### src/rtl/raytracer_axis_pkg.sv
// Shared types, defaults and the dummy
// output pattern for the raytracer AXIS front end.
package raytracer_axis_pkg;

  typedef enum logic [1:0] {
    RECV  = 2'd0,
    DRAIN = 2'd1,
    EMIT  = 2'd2
  } state_e;

  localparam int          DEF_DATA_W       = 32;
  localparam int          DEF_SCENE_WORDS  = 16;
  localparam int          DEF_FRAG_WORDS   = 64;
  localparam int          DEF_NUM_FRAGS    = 4;
  localparam logic [63:0] DEF_DUMMY        = 64'hDEAD_0000;
  localparam bit          DEF_TLAST_PER_FR = 1'b1;

  // Dummy fragment word; caller truncates to its data width.
  function automatic logic [63:0] pattern_word(
    input logic [63:0] base,
    input logic [63:0] k
  );
    return base + k;
  endfunction

endpackage

### src/rtl/raytracer_axis_scene_regs.sv
// Scene register file: one write port, one
// combinational read port; out-of-range reads give 0.
module raytracer_axis_scene_regs
  import raytracer_axis_pkg::*;
#(
  parameter int  DataWidth = DEF_DATA_W,
  parameter int  Depth     = DEF_SCENE_WORDS,
  localparam int AW        = $clog2(Depth)
) (
  input  logic                 clk_i,
  input  logic                 we_i,
  input  logic [AW-1:0]        waddr_i,
  input  logic [DataWidth-1:0] wdata_i,
  input  logic [AW-1:0]        raddr_i,
  output logic [DataWidth-1:0] rdata_o
);

  logic [DataWidth-1:0] mem_q [Depth];

  // Storage is deliberately not reset.
  always_ff @(posedge clk_i) begin
    if (we_i) begin
      mem_q[waddr_i] <= wdata_i;
    end
  end

  // Mux over valid entries only, so unused addresses read 0.
  always_comb begin
    rdata_o = '0;
    for (int i = 0; i < Depth; i++) begin
      if (raddr_i == AW'(i)) begin
        rdata_o = mem_q[i];
      end
    end
  end

endmodule

### src/rtl/raytracer_axis_stream.sv
// Raytracer AXIS front end: receive a scene frame,
// check its length, then stream dummy fragments.
module raytracer_axis_stream
  import raytracer_axis_pkg::*;
#(
  parameter int          DataWidth        = DEF_DATA_W,
  parameter int          ScenePayloadSize = DEF_SCENE_WORDS,
  parameter int          FragmentSize     = DEF_FRAG_WORDS,
  parameter int          NumFragments     = DEF_NUM_FRAGS,
  parameter logic [63:0] DummyData        = DEF_DUMMY,
  parameter bit          TlastPerFragment = DEF_TLAST_PER_FR,
  localparam int         AW = $clog2(ScenePayloadSize)
) (
  input  logic                 aclk,
  input  logic                 areset,
  output logic                 s_axis_tready,
  input  logic [DataWidth-1:0] s_axis_tdata,
  input  logic                 s_axis_tlast,
  input  logic                 s_axis_tvalid,
  output logic                 m_axis_tvalid,
  output logic [DataWidth-1:0] m_axis_tdata,
  output logic                 m_axis_tlast,
  input  logic                 m_axis_tready,
  input  logic [AW-1:0]        scene_rd_addr,
  output logic [DataWidth-1:0] scene_rd_data,
  output logic                 frame_done,
  output logic                 err_short,
  output logic                 err_long
);

  localparam int Total = NumFragments * FragmentSize;
  localparam int KW = (Total > 1) ? $clog2(Total) : 1;
  localparam int FW = (FragmentSize > 1) ? $clog2(FragmentSize) : 1;

  localparam logic [AW-1:0] LastIn = AW'(ScenePayloadSize - 1);
  localparam logic [KW-1:0] LastK  = KW'(Total - 1);
  localparam logic [FW-1:0] LastF  = FW'(FragmentSize - 1);

  state_e          state_q, state_d;
  logic [AW-1:0]   in_cnt_q, in_cnt_d;
  logic [KW-1:0]   k_q, k_d;
  logic [FW-1:0]   f_q, f_d;
  logic            done_q, done_d;
  logic            es_q, es_d;
  logic            el_q, el_d;
  logic            s_beat, m_beat, we;

  raytracer_axis_scene_regs #(
    .DataWidth (DataWidth),
    .Depth     (ScenePayloadSize)
  ) u_regs (
    .clk_i   (aclk),
    .we_i    (we),
    .waddr_i (in_cnt_q),
    .wdata_i (s_axis_tdata),
    .raddr_i (scene_rd_addr),
    .rdata_o (scene_rd_data)
  );

  // State, counters and one-cycle status pulses.
  always_ff @(posedge aclk or posedge areset) begin
    if (areset) begin
      state_q  <= RECV;
      in_cnt_q <= '0;
      k_q      <= '0;
      f_q      <= '0;
      done_q   <= 1'b0;
      es_q     <= 1'b0;
      el_q     <= 1'b0;
    end else begin
      state_q  <= state_d;
      in_cnt_q <= in_cnt_d;
      k_q      <= k_d;
      f_q      <= f_d;
      done_q   <= done_d;
      es_q     <= es_d;
      el_q     <= el_d;
    end
  end

  // Handshakes, length checks and fragment sequencing.
  always_comb begin
    state_d  = state_q;
    in_cnt_d = in_cnt_q;
    k_d      = k_q;
    f_d      = f_q;
    done_d   = 1'b0;
    es_d     = 1'b0;
    el_d     = 1'b0;
    we       = 1'b0;

    s_axis_tready = !areset && (state_q != EMIT);
    m_axis_tvalid = (state_q == EMIT);
    s_beat = s_axis_tvalid && s_axis_tready;
    m_beat = m_axis_tvalid && m_axis_tready;

    unique case (state_q)
      RECV: begin
        if (s_beat) begin
          we = 1'b1;
          if (in_cnt_q == LastIn) begin
            in_cnt_d = '0;
            if (s_axis_tlast) begin
              state_d = EMIT;
              k_d     = '0;
              f_d     = '0;
            end else begin
              el_d    = 1'b1;
              state_d = DRAIN;
            end
          end else if (s_axis_tlast) begin
            es_d     = 1'b1;
            in_cnt_d = '0;
          end else begin
            in_cnt_d = in_cnt_q + 1'b1;
          end
        end
      end
      DRAIN: begin
        if (s_beat && s_axis_tlast) begin
          state_d  = RECV;
          in_cnt_d = '0;
        end
      end
      EMIT: begin
        if (m_beat) begin
          if (k_q == LastK) begin
            state_d = RECV;
            done_d  = 1'b1;
          end else begin
            k_d = k_q + 1'b1;
            f_d = (f_q == LastF) ? '0 : f_q + 1'b1;
          end
        end
      end
      default: state_d = RECV;
    endcase
  end

  // Output word and end marker derive from the current index.
  always_comb begin
    m_axis_tdata = '0;
    m_axis_tlast = 1'b0;
    if (state_q == EMIT) begin
      m_axis_tdata = DataWidth'(pattern_word(DummyData, 64'(k_q)));
      m_axis_tlast = TlastPerFragment ? (f_q == LastF)
                                      : (k_q == LastK);
    end
  end

  assign frame_done = done_q;
  assign err_short  = es_q;
  assign err_long   = el_q;

endmodule

### config.mk
export PLATFORM = sky130hd
export DESIGN_NAME = raytracer_axis_stream
export DESIGN_NICKNAME = d
export VERILOG_FILES = /design/src/rtl/raytracer_axis_pkg.sv /design/src/rtl/raytracer_axis_scene_regs.sv /design/src/rtl/raytracer_axis_stream.sv
export SDC_FILE = /design/constraint.sdc
export NUM_CORES = 1
export LEC_CHECK = 0
export BUFFER_PORTS_ARGS = -buffer_cell sky130_fd_sc_hd__buf_2
export CAP_MARGIN = 20
export CORE_MARGIN = 1
export CORE_UTILIZATION = 34
export CTS_BUF_LIST = sky130_fd_sc_hd__clkbuf_8 sky130_fd_sc_hd__clkbuf_16
export DETAILED_ROUTE_END_ITERATION = 8
export PLACE_DENSITY_LB_ADDON = 0.05
export SYNTH_ARGS = -nofsm -noshare
export SYNTH_HDL_FRONTEND = slang
export SYNTH_SLANG_ARGS = --single-unit
### constraint.sdc
create_clock -name aclk -period 5.7 [get_ports aclk]
set_input_delay 0.57 -clock aclk [delete_from_list [all_inputs] [get_ports aclk]]
set_output_delay 0.57 -clock aclk [all_outputs]
set_load 0.01 [all_outputs]
==> results.txt <==
The floorplan die area came out at 65,600 sq um. The portion of synthesized cell area occupied by the leading cell type came out at 70.0%. For this run, asynchronously set or reset flops after synthesis account for 4.30%. The family with the most delay on the worst path is buffers and inverters. The wire length after detailed routing came out at 65.2 mm. The TritonCTS clock tree is done. The detail route stage leaves a number of antenna-violating nets equal to 0. The maximum number of pins on one net before global-route repair came out at 80. The critical path data required time came out at 5.13 ns.

The via count of the first global-routing pass is 13,200. The worst setup path is captured at an output port. The detailed-router iteration count before antenna repair is 5. The die height is 256 microns. For this run, the total global-route usage over all layers was measured as 19.8%. The initial antenna violation count came out at 4. The clock share of power is 39.8%. Compared with the post-synthesis result, the final layout area differs by 15.2%. The post-synthesis sequential element count came out at 535. The data arrival time of the worst path is 3.48 ns.

Setup repair after global routing left no endpoint under its margin. Net switching is 25.2% of the power. The clock latency of the later-clocked register in the worst-skew pair is 0.62 ns. At the end of routability-driven placement, the weighted congestion stood at 0.759. The accumulated negative setup slack is 0 ns. The total number of vias is 13,200. The number of max-slew violations in the final report is 0. The run finished with clean final reports. The area of the mapped netlist is 22,000 sq um. The die outline width is 256 microns. For this run, the top clock speed supported by timing is 0.247 GHz.

Summing the areas of all compound-gate instances in the mapped netlist gives 12.1% of the synthesized area. The critical path goes through clkbuf_8 > buf_4 > nand2_1 > o21ai_0 > a221o_1 > a31oi_1 > buf_2. Once the clock tree was built, the setup fixing pass inserted 0 buffers. The total leakage power is 8.31 nW. The dominant synthesized flop cell is edfxtp_1. The multiplexer share of the synthesized area came out at 5.45%.

The buffers plus inverters on the worst setup path is 3. The biggest area contributor in the post-synthesis netlist is edfxtp_1. The number of warning messages in the yosys log came out at 0. The number of unique standard cell types used by synthesis came out at 67. The post-route netlist has 18.0% of its cells at a drive strength greater than 1. The master of the slowest instance on the critical path is buf_4.

In this run the power spent charging and discharging nets is 2.31 mW. After clock tree synthesis, the repair step resized 0 gates. The iteration-0 DRC count of the detailed router is 1,126. The global-route wire length before repair came out at 94.7 mm. Of the total synthesized cell area, the portion taken by XOR and XNOR cells is 0%. Ranked by total cell area, the synthesized netlist is headed by edfxtp_1 (70%), dfrtp_1 (2.6%), o21ai_0 (2.3%), mux2i_1 (2.3%), mux4_2 (2.3%).

The number of core rows is 92. The maximum level of the CTS H-tree came out at 2. In this run the worst path has a maximum fanout of 79. The average detailed-routed wire length per instance is 26.6 microns.

The count of pins on the block boundary is 111. The clock transition at the register clock pins on the worst setup and hold paths after CTS is 0.06 ns. Ranked by instance count, the synthesized netlist is headed by edfxtp_1 (512), o21ai_0 (103), nor2_1 (93). The number of port buffers is 97. The minimum clock period came out at 4.05 ns. The worst ir drop on vdd came out at 0.229 mV. The number of max-cap violations came out at 0. The actual transition at the worst max-transition pin is 1.04 ns. The share of total power in sequential cells is 50.2%. The arithmetic-cell share of the synthesized area counting full adders, half adders and majority gates is 0.342%. A synthesized cell averages 15.0 sq um.

Once the floorplan was initialized, standard cells occupied 34.6% of the core. Yosys instantiated no cell more often than edfxtp_1. The relative slew slack came out at 30.2%. The end-of-flow core utilization is 39.9%. The estimated wirelength of the detail-placed design is 37.9 mm. The number of enable flip-flop cells after synthesis is 512. The net count reported at finish came out at 1,602. The internal cell power came out at 6.85 mW. Summed over all layers, the global routing overflow is 0.

Combinational logic is responsible for 10.0% of the overall power. Power spread over the standard cell area amounts to 362 nW/um^2. The total clock buffers created by CTS came out at 59. The number of design rule violations left after detail routing is 0. The cell sitting at the root of the clock tree is a clkbuf_16. The number of inserted diodes is 0. The via density per instance is 5.41. The total core area came out at 63,400 sq um. The post-synthesis instance total came out at 1,461. The total clock sinks is 535. After synthesis, the largest family of logic cells by area is compound AO/OA/AOI/OAI gates. In this design, the stage delay of the slowest critical-path cell is 0.74 ns. Dividing the final minimum period by the clock period gives 71.0%.

Clock skew on the completed layout was measured at 0.0180 ns. The worst setup path is of the input port to output port kind. The worst setup path is launched from an input port. The worst hold slack across all endpoints came out at 0.195 ns. The clock passes through at most 3 buffers. The share of synthesized area occupied by flip-flops and latches came out at 72.6%. The quantity of hold-fixing buffers added after cts is 0. The post-synthesis simple-gate area fraction came out at 6.74%. The final count of negative-setup-slack endpoints came out at 0. The worst hold-check path type is input port to asynchronous set/reset pin. The final hold violation count came out at 0.
-- registers in the layout, indices dropped and copies added, names as in the netlist --
| name | cells |
|---|---|
| f_q | 6 |
| frame_done | 1 |
| err_short | 1 |
| k_q | 8 |
| err_long | 1 |
| u_regs.mem_q | 512 |
| in_cnt_q | 4 |
| state_q | 2 |
-- worst paths after layout --
path                            cells after the start                    to  slack [ns]              from
worst max register to register                      5  u_regs.mem_q[11][20]        2.39        state_q[1]
worst min register to register                      1            state_q[0]        0.51        state_q[1]
min in group aclk                                   2            state_q[0]        0.25      s_axis_tlast
worst min-delay path                                2                f_q[1]        0.19            areset
worst max-delay path                                7     scene_rd_data[15]        1.65  scene_rd_addr[0]
max in group asynchronous                           2            frame_done        4.93            areset
-- area by class of cell --
class	count	area (sq um)
Clock inverter	48	319
Fill cell	5888	38100
Multi-Input combinational cell	808	5580
Timing Repair Buffer	143	867
Sequential cell	535	16000
Inverter	8	30.0
Tap cell	846	1060
Clock buffer	60	1500
-- cells in the final DEF, fill, tap and decap left out, types with 17 or more instances in the layout --
master,Yosys,final
o21ai_0,103,103
nor2_1,93,80
nor2b_1,41,40
nand3_1,23,23
mux4_2,22,22
buf_2,7,93
edfxtp_1,512,512
a31oi_1,24,24
a21oi_1,67,67
clkbuf_16,0,60
clkinv_1,2,20
nand2b_1,31,31
mux2_2,17,17
o211ai_1,19,19
inv_1,5,17
o22ai_1,30,30
nand2_1,55,55
buf_4,24,46
a211oi_1,39,39
dfrtp_1,23,23
mux2i_1,51,51
-- power groups by stage --
stage	sequential, mW	combinational [mW]	clock (mW)
2_1_floorplan	4.64	0.571	0
3_3_place_gp	4.67	0.931	0
3_5_place_dp	4.67	0.939	0
4_1_cts	4.59	0.941	3.73
5_1_grt	4.61	1.01	3.88
6_report	4.59	0.918	3.64
-- layer usage --
layer	track usage, %	wire, microns	up-vias
met1	28.5	30700	6878
met5	0	13	-
met4	4.11	967	2
met3	3.09	2910	79
li1	-	-	5946
met2	31.5	30700	330
-- cell families (layout without fill, tap and decap cells) --
kind of cell	Yosys count	after routing
buffers and inverters	130	259
other	1	13
AOI/OAI and AO/OA	399	399
muxes	90	90
DFF	535	535
adders and majority gates	6	6
and+or+nand+nor	300	300
-- per-stage QoR --
| stage | instances | power [mW] | instance area [sq um] | setup WS, ns |
|---|---|---|---|---|
| after floorplan | 1473 | 5.21 | 22000 | 1.55 |
| after global placement | 2337 | 5.60 | 23400 | 1.55 |
| after detailed placement | 2340 | 5.61 | 23500 | 1.58 |
| after CTS | 2448 | 9.27 | 25300 | 1.58 |
| after global routing | 2448 | 9.49 | 25300 | 1.37 |
| final | 2448 | 9.16 | 25300 | 1.65 |
Power figures use the tool's default switching activity.
